**src/rtl/mem_fifo.sv**
```systemverilog
// First-word-fall-through synchronous FIFO on a register array with push/pop handshake,
// occupancy count, threshold flags and sticky overflow/underflow.
module mem_fifo #(
  parameter int unsigned WIDTH = 16,
  parameter int unsigned DEPTH = 8,
  parameter int unsigned AFULL = 6
) (
  input  logic                     clock,
  input  logic                     reset,
  input  logic                     clear,
  input  logic                     push,
  input  logic [WIDTH-1:0]         in,
  input  logic                     pop,
  output logic [WIDTH-1:0]         out,
  output logic                     empty,
  output logic                     full,
  output logic                     almost_full,
  output logic [$clog2(DEPTH):0]   count,
  output logic                     overflow,
  output logic                     underflow
);

  localparam int unsigned AW = $clog2(DEPTH);
  localparam logic [AW:0]   DepthCnt = DEPTH[AW:0];
  localparam logic [AW:0]   AFullCnt = AFULL[AW:0];
  localparam logic [AW:0]   CntOne   = {{AW{1'b0}}, 1'b1};
  localparam logic [AW-1:0] PtrOne   = {{(AW-1){1'b0}}, 1'b1};

  logic [WIDTH-1:0] mem [DEPTH];
  logic [AW-1:0]    rd_ptr_q, wr_ptr_q;
  logic [AW:0]      count_q, count_d;
  logic             overflow_q, underflow_q;
  logic             push_ok, pop_ok;

  assign empty       = (count_q == '0);
  assign full        = (count_q == DepthCnt);
  assign almost_full = (count_q >= AFullCnt);
  assign count       = count_q;
  assign overflow    = overflow_q;
  assign underflow   = underflow_q;
  assign out         = empty ? '0 : mem[rd_ptr_q];

  // A pop in the same cycle frees the slot, so a full FIFO can still accept the push.
  assign push_ok = push & (~full | pop);
  assign pop_ok  = pop & ~empty;

  always_comb begin
    count_d = count_q;
    if (push_ok && !pop_ok) begin
      count_d = count_q + CntOne;
    end else if (pop_ok && !push_ok) begin
      count_d = count_q - CntOne;
    end
  end

  always_ff @(posedge clock or posedge reset) begin
    if (reset) begin
      rd_ptr_q    <= '0;
      wr_ptr_q    <= '0;
      count_q     <= '0;
      overflow_q  <= 1'b0;
      underflow_q <= 1'b0;
    end else if (clear) begin
      rd_ptr_q    <= '0;
      wr_ptr_q    <= '0;
      count_q     <= '0;
      overflow_q  <= 1'b0;
      underflow_q <= 1'b0;
    end else begin
      if (push_ok) wr_ptr_q <= wr_ptr_q + PtrOne;
      if (pop_ok)  rd_ptr_q <= rd_ptr_q + PtrOne;
      count_q <= count_d;
      if (push && !push_ok) overflow_q <= 1'b1;
      if (pop && empty)     underflow_q <= 1'b1;
    end
  end

  // Storage is deliberately not reset; entries are unreachable until written.
  always_ff @(posedge clock) begin
    if (push_ok && !reset && !clear) begin
      mem[wr_ptr_q] <= in;
    end
  end

endmodule

```
**config.mk**
```make
export PLATFORM = sky130hd
export DESIGN_NAME = mem_fifo
export DESIGN_NICKNAME = d
export VERILOG_FILES = /design/src/rtl/mem_fifo.sv
export SDC_FILE = /design/constraint.sdc
export NUM_CORES = 1
export LEC_CHECK = 0
export BUFFER_PORTS_ARGS = -buffer_cell sky130_fd_sc_hd__buf_2
export CAP_MARGIN = 30
export CELL_PAD_IN_SITES_DETAIL_PLACEMENT = 1
export CELL_PAD_IN_SITES_GLOBAL_PLACEMENT = 2
export CORE_ASPECT_RATIO = 0.8
export CORE_MARGIN = 5
export CORE_UTILIZATION = 45
export DETAILED_ROUTE_END_ITERATION = 8
export PLACE_DENSITY_LB_ADDON = 0.05
export SETUP_SLACK_MARGIN = 0.5
export SLEW_MARGIN = 20
export SYNTH_ARGS = -nofsm -noshare
export SYNTH_HDL_FRONTEND = slang
export SYNTH_SLANG_ARGS = --single-unit
```
**constraint.sdc**
```tcl
create_clock -name clock -period 2.86 [get_ports clock]
set_clock_uncertainty 0.15 [all_clocks]
set_input_delay 0.286 -clock clock [delete_from_list [all_inputs] [get_ports clock]]
set_output_delay 0.286 -clock clock [all_outputs]
set_load 0.03 [all_outputs]
```
==> flow_metrics.tcl <==
set metrics [dict create \
    hold_slack_ps 18.69 \
    min_path_type "input port to flip-flop" \
    die_w_um 135.7 \
    clock_sinks 140 \
    worst_pin_slew_ps 525.6 \
    crit_cells 6 \
    synthFlopType "edfxtp_1" \
    timing.final.ws_setup_ps 392.9 \
    rsz0062_at_grt "true" \
    die_h_um 110.6 \
    root_buffer "clkbuf_16" \
    synthSimpleGateAreaFrac_pct 4.836 \
    setup_viol 0 \
    syn_area_um2 5692 \
    outcome "finished clean" \
    path_class "flip-flop to primary output" \
    final_nets 412 \
    grt_pass1_vias 3239 \
    synthToLayoutAreaGrowth_pct 25.37 \
    drv_slew 0 \
    synth_area_leaders "edfxtp_1, mux4_2, dfrtp_1" \
    io_pins 46 \
    path_cells "buf_12 > buf_16 > mux4_2 > mux2i_1 > nor2_1 > buf_4" \
    worst_setup_path_end_kind "primary output" \
    start_util_pct 46.29 \
    drt_first_pass_iters 4 \
    yosysTopAreaCell "edfxtp_1" \
    relSlewSlack_pct 64.92 \
    fin_util_pct 58.03 \
    maxCapViolCount 0 \
    worstReg2RegStart "count[2]$_DFFE_PP0P_" \
    grt_pass1_wl_um 19110 \
    grtUsageTotal_pct 17.50 \
    vias_per_cell 5.311 \
    reg2reg_slack_ps 550 \
    syn_nets 326 \
    dp_cells 514 \
    dpl_worst_slack_ps 392.6 \
    dr.first_iter.drc_count 219 \
    antenna_cells 0 \
    muxShareOfSynthArea_pct 16.20 \
    dr_total_vias 3027 \
    synth-compound-area-share_pct 2.022 \
    required_ps 2420 \
    cp.buffers_inverters 3 \
    startpoint_type "flip-flop" \
    clk-insertion-delay-late_ps 410 \
    power.density_nw_per_um2 949.2 \
    dpl-instance-area_um2 6227 \
    drt-total-wl_um 12310 \
    drc 0 \
    max_freq_ghz 0.4053 \
    portBuffers 45 \
    yosys.area_share.adder_pct 1.231 \
    grt_start_max_net_pins 35 \
    ys_types 38 \
    clkSlewWorstSetupHoldPaths_ps 60 \
    cpPeakStageDelay_ps 500 \
    crit_start "rd_ptr_q[0]$_DFFE_PP0P_" \
    globalplace.congestion 0.6923 \
    period_needed_ps 2467 \
    grt-ovfl-total 0 \
    leakage_nw 2.485 \
    drive_gt1_share_pct 38.10 \
    async_flop_share_pct 8.571 \
    synth_top_cells_by_count "edfxtp_1, nor2_1, mux4_2" \
    endpoint "out[4]" \
    drtAntennaViolNets 0 \
    p_total_mw 6.773 \
    synth_edf_count 128 \
    peakVddDrop_uv 518.2 \
    htreeDepth 4 \
    clock_path_buffers 2 \
    post-synth-top-count-cell "edfxtp_1" \
    yosysSeqAreaShare_pct 72.81 \
    netlist.area_leader.share_pct 67.53 \
    synth_top_family_by_area "multiplexers" \
    critPathSlowestCell "mux4_2" \
    syn_area_per_cell_um2 18.97 \
    rr_worst_depth 7 \
    cts_buffers 17 \
    stdcell_area_um2 7136 \
    period_share_pct 86.26 \
    synthCells 300 \
    worstPathMaxFanout 6 \
    cts_tree "yes" \
    grt_antenna_before_repair 0 \
    rows 36 \
    final_cells 570 \
    hold_viol 0 \
    wire_per_inst_um 21.60 \
    tns_ps 0 \
    hpwl_um 6857 \
    critical_path.top_delay_family "multiplexers" \
    r2r-end "count[3]$_DFFE_PP0P_" \
    ys_seq_elements 140 \
    core_region_area_um2 12300 \
    ys_warn_count 0 \
    fp.dieArea_um2 15010 \
    critPathArrivalTime_ps 2030 \
    synthXorXnorAreaFrac_pct 1.077 \
]
## cells in the final DEF (no fill, tap or decap), types with 3 or more instances in the layout
cell type,instances
inv_1,5
dlygate4sd3_1,14
mux2i_1,18
edfxtp_1,128
nor3_2,4
buf_12,3
clkinvlp_4,6
clkbuf_16,17
buf_2,37
dfrtp_2,4
xor2_1,5
mux4_2,32
clkinv_2,3
ha_1,4
nor2_1,35
nand3_1,3
buf_4,28
dfrtp_1,8
## flip-flops by register name (all words and copies together), names as in the netlist
name	cells
underflow	1
rd_ptr_q	3
count	4
mem	128
overflow	1
wr_ptr_q	3
## metal layers
metal  wire length [um]  part of all wire, %  GRT usage, %  up-vias
met2               5999                   49         26.49       70
met1               5540                   45         24.07     1582
met5                  0                    0             0        -
met3                639                  5.2         5.636       12
met4                133                  1.1         5.843        0
li1                   -                    -             -     1363
## worst min path at each step
| stage | startpoint | to | slack (ps) | cells past startpoint |
|---|---|---|---|---|
| after global placement | reset | wr_ptr_q[2]$_DFFE_PP0P_ | 250 | 2 |
| after global routing | in[4] | mem[5][4]$_DFFE_PP_ | 0.7 | 1 |
| after floorplan | reset | count[2]$_DFFE_PP0P_ | 0.6 | 1 |
| final | in[15] | mem[4][15]$_DFFE_PP_ | 20 | 1 |
| after detailed placement | reset | wr_ptr_q[2]$_DFFE_PP0P_ | 230 | 2 |
| after CTS | in[4] | mem[5][4]$_DFFE_PP_ | 0.4 | 1 |
## final cells by class
type	count	area (um^2)
fill	1112	5161
sequential	140	4149
timing repair buffer	85	665.6
inverter	5	18.77
tap	171	214.0
clock buffer	21	460.4
multi-input combinational	137	1508
clock inverter	11	120.1
## worst register-to-register path: cells and delay by family (launching register included)
family / cells / cell delay, ps
compound gates: 2 / 380
fa+ha+maj: 1 / 230
flops: 1 / 430
mux: 1 / 320
simple gates: 3 / 750
## power breakdown
group	internal [mW]	switching, mW
clock	1.32	0.819
sequential	2.31	0.0599
combinational	0.998	1.27
total	4.63	2.14
## what timing repair did
action / CTS / global route
pin swaps: 0 / 4
hold buffers: 13 / 1
endpoints found under the setup margin: 17 / 17
cloned: 2 / 0
setup buffers: 6 / 2
gates resized for setup: 14 / 6
hold endpoints to repair: 104 / 8
## cells by family after synthesis
family / count (synthesis)
adder cells (fa/ha/maj): 5
flip-flops: 140
AND/OR/NAND/NOR: 58
multiplexers: 52
buffers and inverters: 23
AO/OA/AOI/OAI: 15
XOR/XNOR: 7
Power figures use the tool's default switching activity.
